File: src/rtl/imem_loader_pkg.sv
// Shared types and constants for the instruction-memory loader.
package imem_loader_pkg;

    typedef enum logic [2:0] {
        IDLE = 3'd0,
        LEN  = 3'd1,
        DATA = 3'd2,
        CSUM = 3'd3,
        DONE = 3'd4
    } imem_ldr_state_t;

    localparam int IMEM_WORD_BYTES  = 4;
    localparam int IMEM_DEPTH_WORDS = 256;

endpackage

File: src/rtl/imem_loader_byte_packer.sv
// Little-endian 8->32 packer: the first byte of each group of four lands in
// bits [7:0]. word_vld pulses combinationally with the fourth byte so the
// caller can register the completed word in the following cycle.
import imem_loader_pkg::*;

module imem_loader_byte_packer (
    input  logic        clk,
    input  logic        rst_n,
    input  logic        clear,
    input  logic        byte_vld,
    input  logic [7:0]  byte_in,
    output logic [31:0] word,
    output logic        word_vld
);

    localparam int CNT_W = $clog2(IMEM_WORD_BYTES);

    logic [CNT_W-1:0] cnt_q;
    logic [23:0]      sr_q;

    assign word     = {byte_in, sr_q};
    assign word_vld = byte_vld && (cnt_q == CNT_W'(IMEM_WORD_BYTES - 1));

    // Byte position within the current word; reset/clear discards a partial word.
    always_ff @(posedge clk) begin
        if (!rst_n || clear)
            cnt_q <= '0;
        else if (byte_vld)
            cnt_q <= cnt_q + 1'b1;
    end

    // Shift earlier bytes down so the newest byte ends up highest.
    always_ff @(posedge clk) begin
        if (byte_vld)
            sr_q <= {byte_in, sr_q[23:8]};
    end

endmodule

File: src/rtl/imem_loader.sv
// Byte-stream program loader for the instruction memory. Reads a 4-byte LE
// word count, then that many LE data words, writing each to imem at
// word_idx<<2 while holding the core. Optional macro IMEM_LOADER_CHECKSUM_EN
// adds a 4-byte LE trailer compared against the mod-2^32 sum of data words.
import imem_loader_pkg::*;

module imem_loader #(
    parameter int DEPTH  = IMEM_DEPTH_WORDS,
    parameter int ADDR_W = 32
) (
    input  logic              clk,
    input  logic              rst_n,
    input  logic              start,
    input  logic              s_valid,
    input  logic [7:0]        s_data,
    output logic              s_ready,
    output logic              mem_we,
    output logic [ADDR_W-1:0] mem_addr,
    output logic [31:0]       mem_wdata,
    output logic              busy,
    output logic              done,
    output logic              err,
    output logic              core_hold
);

    imem_ldr_state_t state_q, state_d;

    logic        acc;
    logic        wvld;
    logic [31:0] word;
    logic [31:0] n_q;
    logic [31:0] widx_q;
    logic        clr, ld_n, we_d, set_done, set_err;
`ifdef IMEM_LOADER_CHECKSUM_EN
    logic [31:0] sum_q;
`endif

    // Ready depends on state only, never on s_valid.
    assign s_ready   = (state_q == LEN) || (state_q == DATA) || (state_q == CSUM);
    assign busy      = s_ready;
    assign core_hold = busy;
    assign acc       = s_valid && s_ready;

    imem_loader_byte_packer u_packer (
        .clk      (clk),
        .rst_n    (rst_n),
        .clear    (clr),
        .byte_vld (acc),
        .byte_in  (s_data),
        .word     (word),
        .word_vld (wvld)
    );

    // State register.
    always_ff @(posedge clk) begin
        if (!rst_n)
            state_q <= IDLE;
        else
            state_q <= state_d;
    end

    // Next-state and per-cycle control strobes.
    always_comb begin
        state_d  = state_q;
        clr      = 1'b0;
        ld_n     = 1'b0;
        we_d     = 1'b0;
        set_done = 1'b0;
        set_err  = 1'b0;
        case (state_q)
            IDLE: begin
                if (start) begin
                    state_d = LEN;
                    clr     = 1'b1;
                end
            end
            LEN: begin
                if (wvld) begin
                    ld_n = 1'b1;
                    if (word == 32'd0) begin
                        state_d  = DONE;
                        set_done = 1'b1;
                    end else if (word > 32'(DEPTH)) begin
                        state_d  = DONE;
                        set_done = 1'b1;
                        set_err  = 1'b1;
                    end else begin
                        state_d = DATA;
                    end
                end
            end
            DATA: begin
                if (wvld) begin
                    we_d = 1'b1;
                    if (widx_q == n_q - 32'd1) begin
`ifdef IMEM_LOADER_CHECKSUM_EN
                        state_d = CSUM;
`else
                        state_d  = DONE;
                        set_done = 1'b1;
`endif
                    end
                end
            end
`ifdef IMEM_LOADER_CHECKSUM_EN
            CSUM: begin
                if (wvld) begin
                    state_d  = DONE;
                    set_done = 1'b1;
                    set_err  = (word != sum_q);
                end
            end
`endif
            DONE:    state_d = IDLE;
            default: state_d = IDLE;
        endcase
    end

    // Registered write port, counters and sticky status.
    always_ff @(posedge clk) begin
        if (!rst_n) begin
            n_q       <= '0;
            widx_q    <= '0;
            mem_we    <= 1'b0;
            mem_addr  <= '0;
            mem_wdata <= '0;
            done      <= 1'b0;
            err       <= 1'b0;
        end else begin
            mem_we <= we_d;
            if (clr) begin
                n_q    <= '0;
                widx_q <= '0;
                done   <= 1'b0;
                err    <= 1'b0;
            end
            if (ld_n)
                n_q <= word;
            if (we_d) begin
                mem_addr  <= ADDR_W'(widx_q << 2);
                mem_wdata <= word;
                widx_q    <= widx_q + 32'd1;
            end
            if (set_done)
                done <= 1'b1;
            if (set_err)
                err <= 1'b1;
        end
    end

`ifdef IMEM_LOADER_CHECKSUM_EN
    // Running mod-2^32 sum of written data words for the trailer compare.
    always_ff @(posedge clk) begin
        if (clr)
            sum_q <= '0;
        else if (we_d)
            sum_q <= sum_q + word;
    end
`endif

endmodule

File: config.mk
export PLATFORM = sky130hd
export DESIGN_NAME = imem_loader
export DESIGN_NICKNAME = d
export VERILOG_FILES = /design/src/rtl/imem_loader_pkg.sv /design/src/rtl/imem_loader_byte_packer.sv /design/src/rtl/imem_loader.sv
export SDC_FILE = /design/constraint.sdc
export NUM_CORES = 1
export LEC_CHECK = 0
export ABC_CLOCK_PERIOD_IN_PS = 5000
export CORE_AREA = 2 2 140 101
export CTS_CLUSTER_SIZE = 40
export DETAILED_ROUTE_END_ITERATION = 8
export DIE_AREA = 0 0 142 103
export PLACE_DENSITY = 0.77
export SLEW_MARGIN = 10
export SYNTH_ARGS = -nofsm -noshare
export SYNTH_HDL_FRONTEND = slang
export SYNTH_HIERARCHICAL = 1
export SYNTH_SLANG_ARGS = --single-unit
export TNS_END_PERCENT = 100
File: constraint.sdc
create_clock -name clk -period 5 [get_ports clk]
set_input_delay 0.5 -clock clk [delete_from_list [all_inputs] [get_ports clk]]
set_output_delay 0.5 -clock clk [all_outputs]
set_load 0.02 [all_outputs]
# Word-level counts from Yosys, hierarchy flattened
# Cells that the tools add are included.
dict set report totals {
  output_inout_bits 70
  wordCells 63
  ff_bits 158
}
dict set report classes {
  muxes 27
  n_addsub 3
  n_lt_le_gt_ge 1
  n_reduce_logical 13
  n_eq_ne 9
}
# op n
set ops {}
lappend ops {{$mux W32} 3}
lappend ops {{$add A32 B1 Y32 const B} 1}
lappend ops {{$eq A32 B32 Y1} 1}
lappend ops {{$gt A32 B9 Y1 const B} 1}
lappend ops {{$logic_not A32 Y1} 1}
lappend ops {{$sub A32 B1 Y32 const B} 1}
lappend ops {{$mux W3} 6}
lappend ops {{$mux W1} 16}
lappend ops {{$pmux W3 S3} 1}
lappend ops {{$reduce_bool A2 Y1} 4}
lappend ops {{$eq A3 B2 Y1 const B} 2}
lappend ops {{$ne A2 B1 Y1 const B} 3}
lappend ops {{$reduce_and A4 Y1} 1}
lappend ops {{$eq A3 B1 Y1 const B} 1}
lappend ops {{$logic_not A3 Y1} 1}
lappend ops {{$logic_or A1 B1 Y1} 3}
lappend ops {{$add A2 B1 Y2 const B} 1}
lappend ops {{$eq A2 B2 Y1 const B} 1}
lappend ops {{$logic_and A1 B1 Y1} 2}
lappend ops {{$ne A2 B2 Y1 const B} 1}
lappend ops {{$pmux W1 S2} 1}
lappend ops {{$logic_not A1 Y1} 1}

# Depth between registers and ports, before layout
# Gate-level depths: netlist of run 1.
dict set report depth {
  depth_word 8
  mapped_depth 12
  mapped_depth_nobuf 11
}

# By module
# The synthesis of run 1 kept the hierarchy.
# module area_each_um2 instances cells_each seq_area_each_um2
set modules_own_cells {}
lappend modules_own_cells {imem_loader 6561.3 1 812 2642.5}
lappend modules_own_cells {imem_loader_byte_packer 873.3 1 41 760.7}

# Worst setup path before layout of run 1
# OpenSTA, ideal clock, no wires.
dict set report synth_timing {
  kind {reg-to-reg}
  start {register state_q[1]}
  end {register widx_q[25]}
  arrival_time_ns 3.961
  setup_ns 0.115
  n_path_buf 1
  stages_incl_launch_ff 13
  path_slack_ns 0.924
  synth_period_minus_slack_ns 4.076
  path_cell_list {dfxtp_1 > clkbuf_1 > nor2_1 > nor2_1 > and2_1 > and2_2 > nand3_1 > or4b_2 > or3_1 > nor2_1 > nand3_1 > mux2i_1 > and2_1}
}
dict set report synth_via {
  elab_chain_cells 8
  word_cells_on_any_way 13
}
# item line
set synth_rtl {}
lappend synth_rtl {{start, declared} imem_loader.sv:26} ;# imem_ldr_state_t state_q, state_d;
lappend synth_rtl {{start signal, assigned} imem_loader.sv:59} ;# state_q <= state_d;
lappend synth_rtl {{$eq A3 B1 Y1 or $eq A3 B2 Y1 (tied branches)} imem_loader.sv:39} ;# assign s_ready = (state_q == LEN) || (state_q == DATA) || (state_q == CSUM);
lappend synth_rtl {{$logic_or A1 B1 Y1} imem_loader.sv:39}
lappend synth_rtl {{$logic_or A1 B1 Y1 (*)} imem_loader.sv:39}
lappend synth_rtl {{net busy} imem_loader.sv:20} ;# output logic busy,
lappend synth_rtl {{$logic_and A1 B1 Y1 (*)} imem_loader.sv:42} ;# assign acc = s_valid && s_ready;
lappend synth_rtl {{net acc} imem_loader.sv:28} ;# logic acc;
lappend synth_rtl {{$logic_and A1 B1 Y1 (*)} imem_loader_byte_packer.sv:22} ;# assign word_vld = byte_vld && (cnt_q == CNT_W'(IMEM_WORD_BYTES - 1));
lappend synth_rtl {{net wvld} imem_loader.sv:29} ;# logic wvld;
lappend synth_rtl {{$mux W1 (*)} imem_loader.sv:93} ;# if (wvld) begin
lappend synth_rtl {{$mux W1 (*)} imem_loader.sv:70} ;# case (state_q)
lappend synth_rtl {{$mux W32 or $reduce_bool A2 Y1 (tied branches)} --}
lappend synth_rtl {{end signal, assigned} imem_loader.sv:142} ;# widx_q <= widx_q + 32'd1;
lappend synth_rtl {{end, declared} imem_loader.sv:32} ;# logic [31:0] widx_q;
# The timed path passes the listed nets; every way through them passes the cells marked *.
# A chain may end at the register's enable or synchronous reset.

# Worst setup path in the final report of run 1
dict set report layout_timing {
  start {register state_q[1]}
  end {register widx_q[25]}
}
dict set report layout_via {
  elab_chain_cells 8
  word_cells_on_any_way 13
}
# item line
set layout_rtl {}
lappend layout_rtl {{$eq A3 B1 Y1 or $eq A3 B2 Y1 (tied branches)} imem_loader.sv:39}
lappend layout_rtl {{$logic_or A1 B1 Y1} imem_loader.sv:39}
lappend layout_rtl {{$logic_or A1 B1 Y1 (*)} imem_loader.sv:39}
lappend layout_rtl {{$logic_and A1 B1 Y1 (*)} imem_loader.sv:42}
lappend layout_rtl {{net acc} imem_loader.sv:28}
lappend layout_rtl {{$logic_and A1 B1 Y1 (*)} imem_loader_byte_packer.sv:22}
lappend layout_rtl {{net wvld} imem_loader.sv:29}
lappend layout_rtl {{$mux W1 (*)} imem_loader.sv:93}
lappend layout_rtl {{$mux W1 (*)} imem_loader.sv:70}
lappend layout_rtl {{$mux W32 or $reduce_bool A2 Y1 (tied branches)} --}
# Marked as above.

==> results.yml, run 1 <==
worst_setup_path:
  crit_chain: "nor2_1 > nor2_1 > and2_1 > buf_4 > and2_2 > nand3_2 > or4b_2 > or3_1 > nor2_1 > nand3_1 > mux2i_1 > and2_1"
  worst_path_largest_cell_delay_ns: 0.74
  worstSetupEndpoint: "widx_q[25]"
  r2r_setup_slk_ns: 1.27
  worstRegToRegCells: 12
  crit_path_end_kind: "register"
  worst_setup_path_startpoint: "state_q[1]"
  critical_path_fanout_max: 27
  critical_path_class: "register to register"
  cp.required_ns: 5.32
  r2r_start: "state_q[1]"
  crit_arrival_ns: 4.05
  critical_path.slowest_cell: "sky130_fd_sc_hd__or4b_2"
  r2r_end: "widx_q[25]"
  worst_path_most_repeated_cell: "sky130_fd_sc_hd__nor2_1"
  setup.worst_path.start_class: "register"
cts:
  root_buffer: "sky130_fd_sc_hd__clkbuf_16"
  clock_transition_at_the_registers_of_the_reported_paths_ns: 0.06
  cts_post_setup_buffers_inserted: 0
  clock-sinks: 158
  cts_resized: 0
  clockBufferDepth: 2
  post_cts_hold_fix_bufs: 0
  cts.htree.levels: 4
  cts_made_buffers: 17
  clock_insertion_delay_worst_skew_ns: 0.43
  tritoncts: "built"
grt:
  grt_start_max_net_pins: 76
  antenna_found_initial: 0
  grt_pass1_wl_um: 29600
  globalRouteOverflowTotal: 0
  number_of_global_route_vias_before_repair: 5631
  grt_usage: 0.260
cells_and_area:
  num_antenna_cells: 0
  numnets_final: 904
  fraction_of_final_layout_cells_with_drive_strength_greater_than_1: 0.0554
  area_growth_syn_to_layout_pct: 17.6
placed_design:
  routabilityCongestion: 0.882
  pre_cts_setup_slack_ns: 1.17
  place_hpwl_um: 12800
  place.port_buffers: 79
routing:
  total_detailed_routing_wirelength_um: 18800
  drt-wirelength-per-cell_um: 17.5
  route.antenna.remaining_nets: 0
  number_of_design_rule_violations_left_by_the_first_detailed_router_iteration: 463
  vias_per_cell: 5.87
  detailed_route_via_count: 6300
  post-route-drc-count: 0
  drt_pre_antenna_iters: 6
logic_synthesis:
  synth_top_cells_by_count: "sky130_fd_sc_hd__nand2_1, sky130_fd_sc_hd__dfxtp_1, sky130_fd_sc_hd__a21boi_0, sky130_fd_sc_hd__clkbuf_1"
  synth.cell_area_um2: 7430
  yosysWarningCount: 6
  postSynthCellCount: 853
  synth-seq-area-share: 0.458
  ys_async_sr_fraction: 0
  syn_avg_cell_area_um2: 8.72
  synth_most_common_cell: "sky130_fd_sc_hd__nand2_1"
  ys_seq_elements: 158
  synthDominantAreaCellType: "sky130_fd_sc_hd__dfxtp_1"
  synth.top_cell.area_share: 0.361
  synth_cell_type_count: 56
  ys.flop_type: "sky130_fd_sc_hd__dfxtp_1"
  synth_enable_flop_cells: 24
  synthTopCellsByArea: "sky130_fd_sc_hd__dfxtp_1, sky130_fd_sc_hd__edfxtp_1, sky130_fd_sc_hd__nand2_1"
timing:
  worst_hold_check_slack_ns: 0.464
  finalSetupViolCount: 0
  slew_headroom: 0.282
  final.min_clock_period_ns: 3.73
  max_freq_mhz: 268
  rsz0062_at_grt: "false"
  finalHoldViolCount: 0
  clock_skew_ns: 0.00868
  measured_slew_at_the_worst_slew_check_pin_ns: 1.08
  final.setup.tns_ns: 0
  timing.final.ws_setup_ns: 1.27
  drv_slew: 0
  layout_worst_path_cycle_share: 0.746
floorplanning:
  dieHeight_um: 103
  initial_core_util: 0.552
  design.die.area_um2: 14600
  floorplan.die.width_um: 142
  rows: 36
  core_area_um2: 13500
  top_level_ports: 82
pwr:
  power_leakage_nw: 2.96
  powerDensity_nw_per_um2: 300
  power.ir.vdd_worst_mv: 0.224
status:
  status: "finished, final reports clean"
hold_path:
  worst_hold_path_type: "register to register"
job:
  timing.max_cap.violations: 0
per-stage QoR:
stage	utilization	instances	cell area [um2]	total power, mW
floorplan	-	854	7440	1.39
global placement	0.607	1041	8180	1.41
detailed placement	0.607	1041	8180	1.41
CTS	0.649	1073	8740	2.64
global route	0.649	1073	8740	2.70
finish	0.649	1073	8740	2.63
registers in the layout, indices dropped and copies added, names as in the netlist:
| signal | cells |
|---|---|
| state_q | 3 |
| mem_we | 1 |
| widx_q | 32 |
| u_packer/sr_q | 24 |
| n_q | 32 |
| u_packer/cnt_q | 2 |
| mem_wdata | 32 |
| mem_addr | 30 |
| done | 1 |
| err | 1 |
layer usage:
layer  vias to the layer above  track usage  share of wire
met5                         -            0              0
li1                       3057            -              -
met4                         0       0.0731         0.0097
met2                       215        0.401           0.45
met3                        21       0.0497          0.061
met1                      3007        0.374           0.48
final cells by class:
class,instances,area (um2)
fillers,1115,4720
multi-input cells,615,3680
flip-flops and latches,158,3400
repair buffers,86,838
clock buffers,18,429
well taps,171,214
clock inverters,14,136
inverters,11,41.3
report_power, final:
part           switching (mW)  total (mW)  internal, mW
Combinational          0.0488      0.0787        0.0299
Clock                   0.548        1.24         0.693
Sequential            0.00967        1.31          1.30
Total                   0.606        2.63          2.02
cell families (layout without fill, tap and decap cells):
family                     after synthesis  count (layout)  share of synthesized area
xor gates and xnor gates                39              39                     0.0459
AOI/OAI and AO/OA                      174             174                      0.165
buffers and inverters                   81             129                     0.0483
muxes                                   12              12                     0.0162
other                                    1               2                   0.000504
DFF                                    158             158                      0.458
and+or+nand+nor                        385             385                      0.261
adders and majority gates                3               3                    0.00505
layout by cell type (no fill, tap or decap), types with 10 or more instances in the layout:
cell | synthesis | final
sky130_fd_sc_hd__o21ai_0 | 24 | 24
sky130_fd_sc_hd__and3_1 | 11 | 10
sky130_fd_sc_hd__nor2_1 | 38 | 38
sky130_fd_sc_hd__nor2b_1 | 38 | 38
sky130_fd_sc_hd__or3_1 | 12 | 12
sky130_fd_sc_hd__a21boi_0 | 68 | 68
sky130_fd_sc_hd__xor2_1 | 13 | 13
sky130_fd_sc_hd__mux2i_1 | 12 | 12
sky130_fd_sc_hd__nor4_1 | 18 | 18
sky130_fd_sc_hd__and2_1 | 22 | 22
sky130_fd_sc_hd__clkbuf_16 | 0 | 17
sky130_fd_sc_hd__nand2_1 | 161 | 161
sky130_fd_sc_hd__nand4_1 | 15 | 15
sky130_fd_sc_hd__xnor2_1 | 26 | 26
sky130_fd_sc_hd__nor3_1 | 15 | 15
sky130_fd_sc_hd__dfxtp_1 | 134 | 134
sky130_fd_sc_hd__inv_1 | 11 | 11
sky130_fd_sc_hd__nand3_1 | 24 | 23
sky130_fd_sc_hd__a22oi_1 | 35 | 35
sky130_fd_sc_hd__clkdlybuf4s50_1 | 0 | 78
sky130_fd_sc_hd__edfxtp_1 | 24 | 24
worst min-delay path by stage:
| stage | slack [ns] | end | start | cells past startpoint |
|---|---|---|---|---|
| 2_1_floorplan | 0.46 | u_packer/cnt_q[1] | u_packer/cnt_q[1] | 2 |
| 3_3_place_gp | 0.45 | mem_addr[26] | mem_addr[26] | 2 |
| 3_5_place_dp | 0.46 | mem_wdata[26] | mem_wdata[26] | 2 |
| 4_1_cts | 0.47 | mem_wdata[26] | mem_wdata[26] | 2 |
| 5_1_grt | 0.48 | mem_addr[9] | mem_addr[9] | 2 |
| 6_report | 0.46 | mem_wdata[5] | mem_wdata[5] | 2 |
worst max-delay path, delay by kind of cell (launching register included):
family,cells,cell delay (ns)
and+or+nand+nor,10,2.63
DFF,1,0.51
buffers and inverters,1,0.34
muxes,1,0.14
Note: power is estimated with default switching activity, not from simulation.
==> run 2, diff against run 1 <==
ABC_CLOCK_PERIOD_IN_PS = 3600   (was 5000)
clock period = 3.6 ns   (was 5 ns; I/O delays follow)
==> run 2 against run 1 <==
  * Non-clock buffer count up 10
  * Clock power up 35%
  * Clock-buffer cell count unchanged
  * Flip-flop and latch count unchanged
  * Cell area up 0.70%
==> results.yml, run 2 (same netlist as run 1, synthesis figures left out) <==
status:
  status: "finished, final reports clean"
worst_setup_path:
  r2r_end: "widx_q[25]"
  critical_path_fanout_max: 11
  setup.worst_path.start_class: "register"
  r2r_setup_slk_ns: 0.26
  worst_setup_path_startpoint: "state_q[1]"
  crit_path_end_kind: "register"
  cp.required_ns: 3.92
  critical_path_class: "register to register"
  r2r_start: "state_q[1]"
  worstRegToRegCells: 11
  worstSetupEndpoint: "widx_q[25]"
  crit_arrival_ns: 3.67
cts:
  post_cts_hold_fix_bufs: 0
  clock_insertion_delay_worst_skew_ns: 0.43
  clock-sinks: 158
  clockBufferDepth: 2
  cts_resized: 0
  cts_post_setup_buffers_inserted: 0
  cts_made_buffers: 17
  cts.htree.levels: 4
  root_buffer: "sky130_fd_sc_hd__clkbuf_16"
  clock_transition_at_the_registers_of_the_reported_paths_ns: 0.06
  tritoncts: "built"
grt:
  grt_usage: 0.274
  number_of_global_route_vias_before_repair: 5881
  antenna_found_initial: 0
  grt_start_max_net_pins: 76
  globalRouteOverflowTotal: 0
  grt_pass1_wl_um: 31000
floorplanning:
  floorplan.die.width_um: 142
  initial_core_util: 0.552
  core_area_um2: 13500
  top_level_ports: 82
  design.die.area_um2: 14600
  rows: 36
  dieHeight_um: 103
timing:
  final.min_clock_period_ns: 3.34
  drv_slew: 0
  finalHoldViolCount: 0
  final.setup.tns_ns: 0
  finalSetupViolCount: 0
  slew_headroom: 0.455
  layout_worst_path_cycle_share: 0.929
  clock_skew_ns: 0.00912
  rsz0062_at_grt: "false"
  max_freq_mhz: 299
  measured_slew_at_the_worst_slew_check_pin_ns: 0.818
routing:
  detailed_route_via_count: 6395
  drt_pre_antenna_iters: 5
  route.antenna.remaining_nets: 0
  drt-wirelength-per-cell_um: 18.1
  total_detailed_routing_wirelength_um: 19600
  post-route-drc-count: 0
  vias_per_cell: 5.90
  number_of_design_rule_violations_left_by_the_first_detailed_router_iteration: 493
pwr:
  power_leakage_nw: 3.00
  power.ir.vdd_worst_mv: 0.278
  powerDensity_nw_per_um2: 408
placed_design:
  postPlaceCellArea_um2: 8260
  place_hpwl_um: 13700
  routabilityCongestion: 0.902
  place.port_buffers: 79
hold_path:
  worst_hold_path_type: "register to register"
  min-delay-start: "mem_addr[29]"
cells_and_area:
  fraction_of_final_layout_cells_with_drive_strength_greater_than_1: 0.0691
  fin_util: 0.654
  biggestRegsByFlops: "mem_wdata x32, n_q x32, widx_q x32"
  num_antenna_cells: 0
  numnets_final: 914
  area_growth_syn_to_layout_pct: 18.4
  final_cell_mix: "sky130_fd_sc_hd__nand2_1, sky130_fd_sc_hd__dfxtp_1, sky130_fd_sc_hd__clkdlybuf4s50_1"
  postLayoutCellArea_um2: 8810
  layout.cells.most_common: "sky130_fd_sc_hd__nand2_1"
job:
  timing.max_cap.violations: 0
run 2: layout make-up:
class | instances | area (um2)
clock buffers | 18 | 439
flip-flops and latches | 158 | 3400
inverters | 11 | 41.3
fillers | 1135 | 4660
clock inverters | 14 | 108
multi-input cells | 615 | 3690
repair buffers | 96 | 913
well taps | 171 | 214
run 2: worst min path at each step:
stage	to	slack, ns	depth (start not counted)
after detailed placement	done	0.46	2
after floorplan	u_packer/sr_q[16]	0.46	0
after global routing	mem_wdata[14]	0.49	2
after global placement	mem_addr[26]	0.45	2
final	mem_addr[29]	0.46	2
after CTS	mem_wdata[10]	0.45	2
run 2: metal layers:
| metal | vias to the layer above | routed length (um) | GRT usage |
|---|---|---|---|
| li1 | 3072 | - | - |
| met1 | 3088 | 9230 | 0.375 |
| met2 | 208 | 8820 | 0.428 |
| met3 | 27 | 1170 | 0.0622 |
| met4 | 0 | 333 | 0.102 |
| met5 | - | 0 | 0 |
run 2: stage by stage:
| stage | setup slack [ns] | total power, mW | instances | hold slack [ns] |
|---|---|---|---|---|
| CTS | 0.265 | 3.62 | 1083 | 0.451 |
| finish | 0.256 | 3.60 | 1083 | 0.461 |
| floorplan | 0.123 | 1.93 | 854 | 0.459 |
| global route | 0.0683 | 3.71 | 1083 | 0.490 |
| global placement | 0.351 | 1.96 | 1051 | 0.450 |
| detailed placement | 0.239 | 1.96 | 1051 | 0.455 |
run 2: critical path, stage by stage, from the launching register on:
cell	delay (ns)
sky130_fd_sc_hd__dfxtp_1	0.51
sky130_fd_sc_hd__nor2_1	0.09
sky130_fd_sc_hd__nor2_2	0.15
sky130_fd_sc_hd__and2_4	0.17
sky130_fd_sc_hd__and2_2	0.20
sky130_fd_sc_hd__nand3_2	0.14
sky130_fd_sc_hd__or4b_2	0.74
sky130_fd_sc_hd__or3_1	0.42
sky130_fd_sc_hd__nor2_1	0.33
sky130_fd_sc_hd__nand3_1	0.17
sky130_fd_sc_hd__mux2i_1	0.15
sky130_fd_sc_hd__and2_1	0.16
run 2: power breakdown:
group | total, mW | switching (mW) | internal [mW]
Sequential | 1.82 | 0.0141 | 1.80
Clock | 1.67 | 0.760 | 0.909
Combinational | 0.109 | 0.0670 | 0.0421
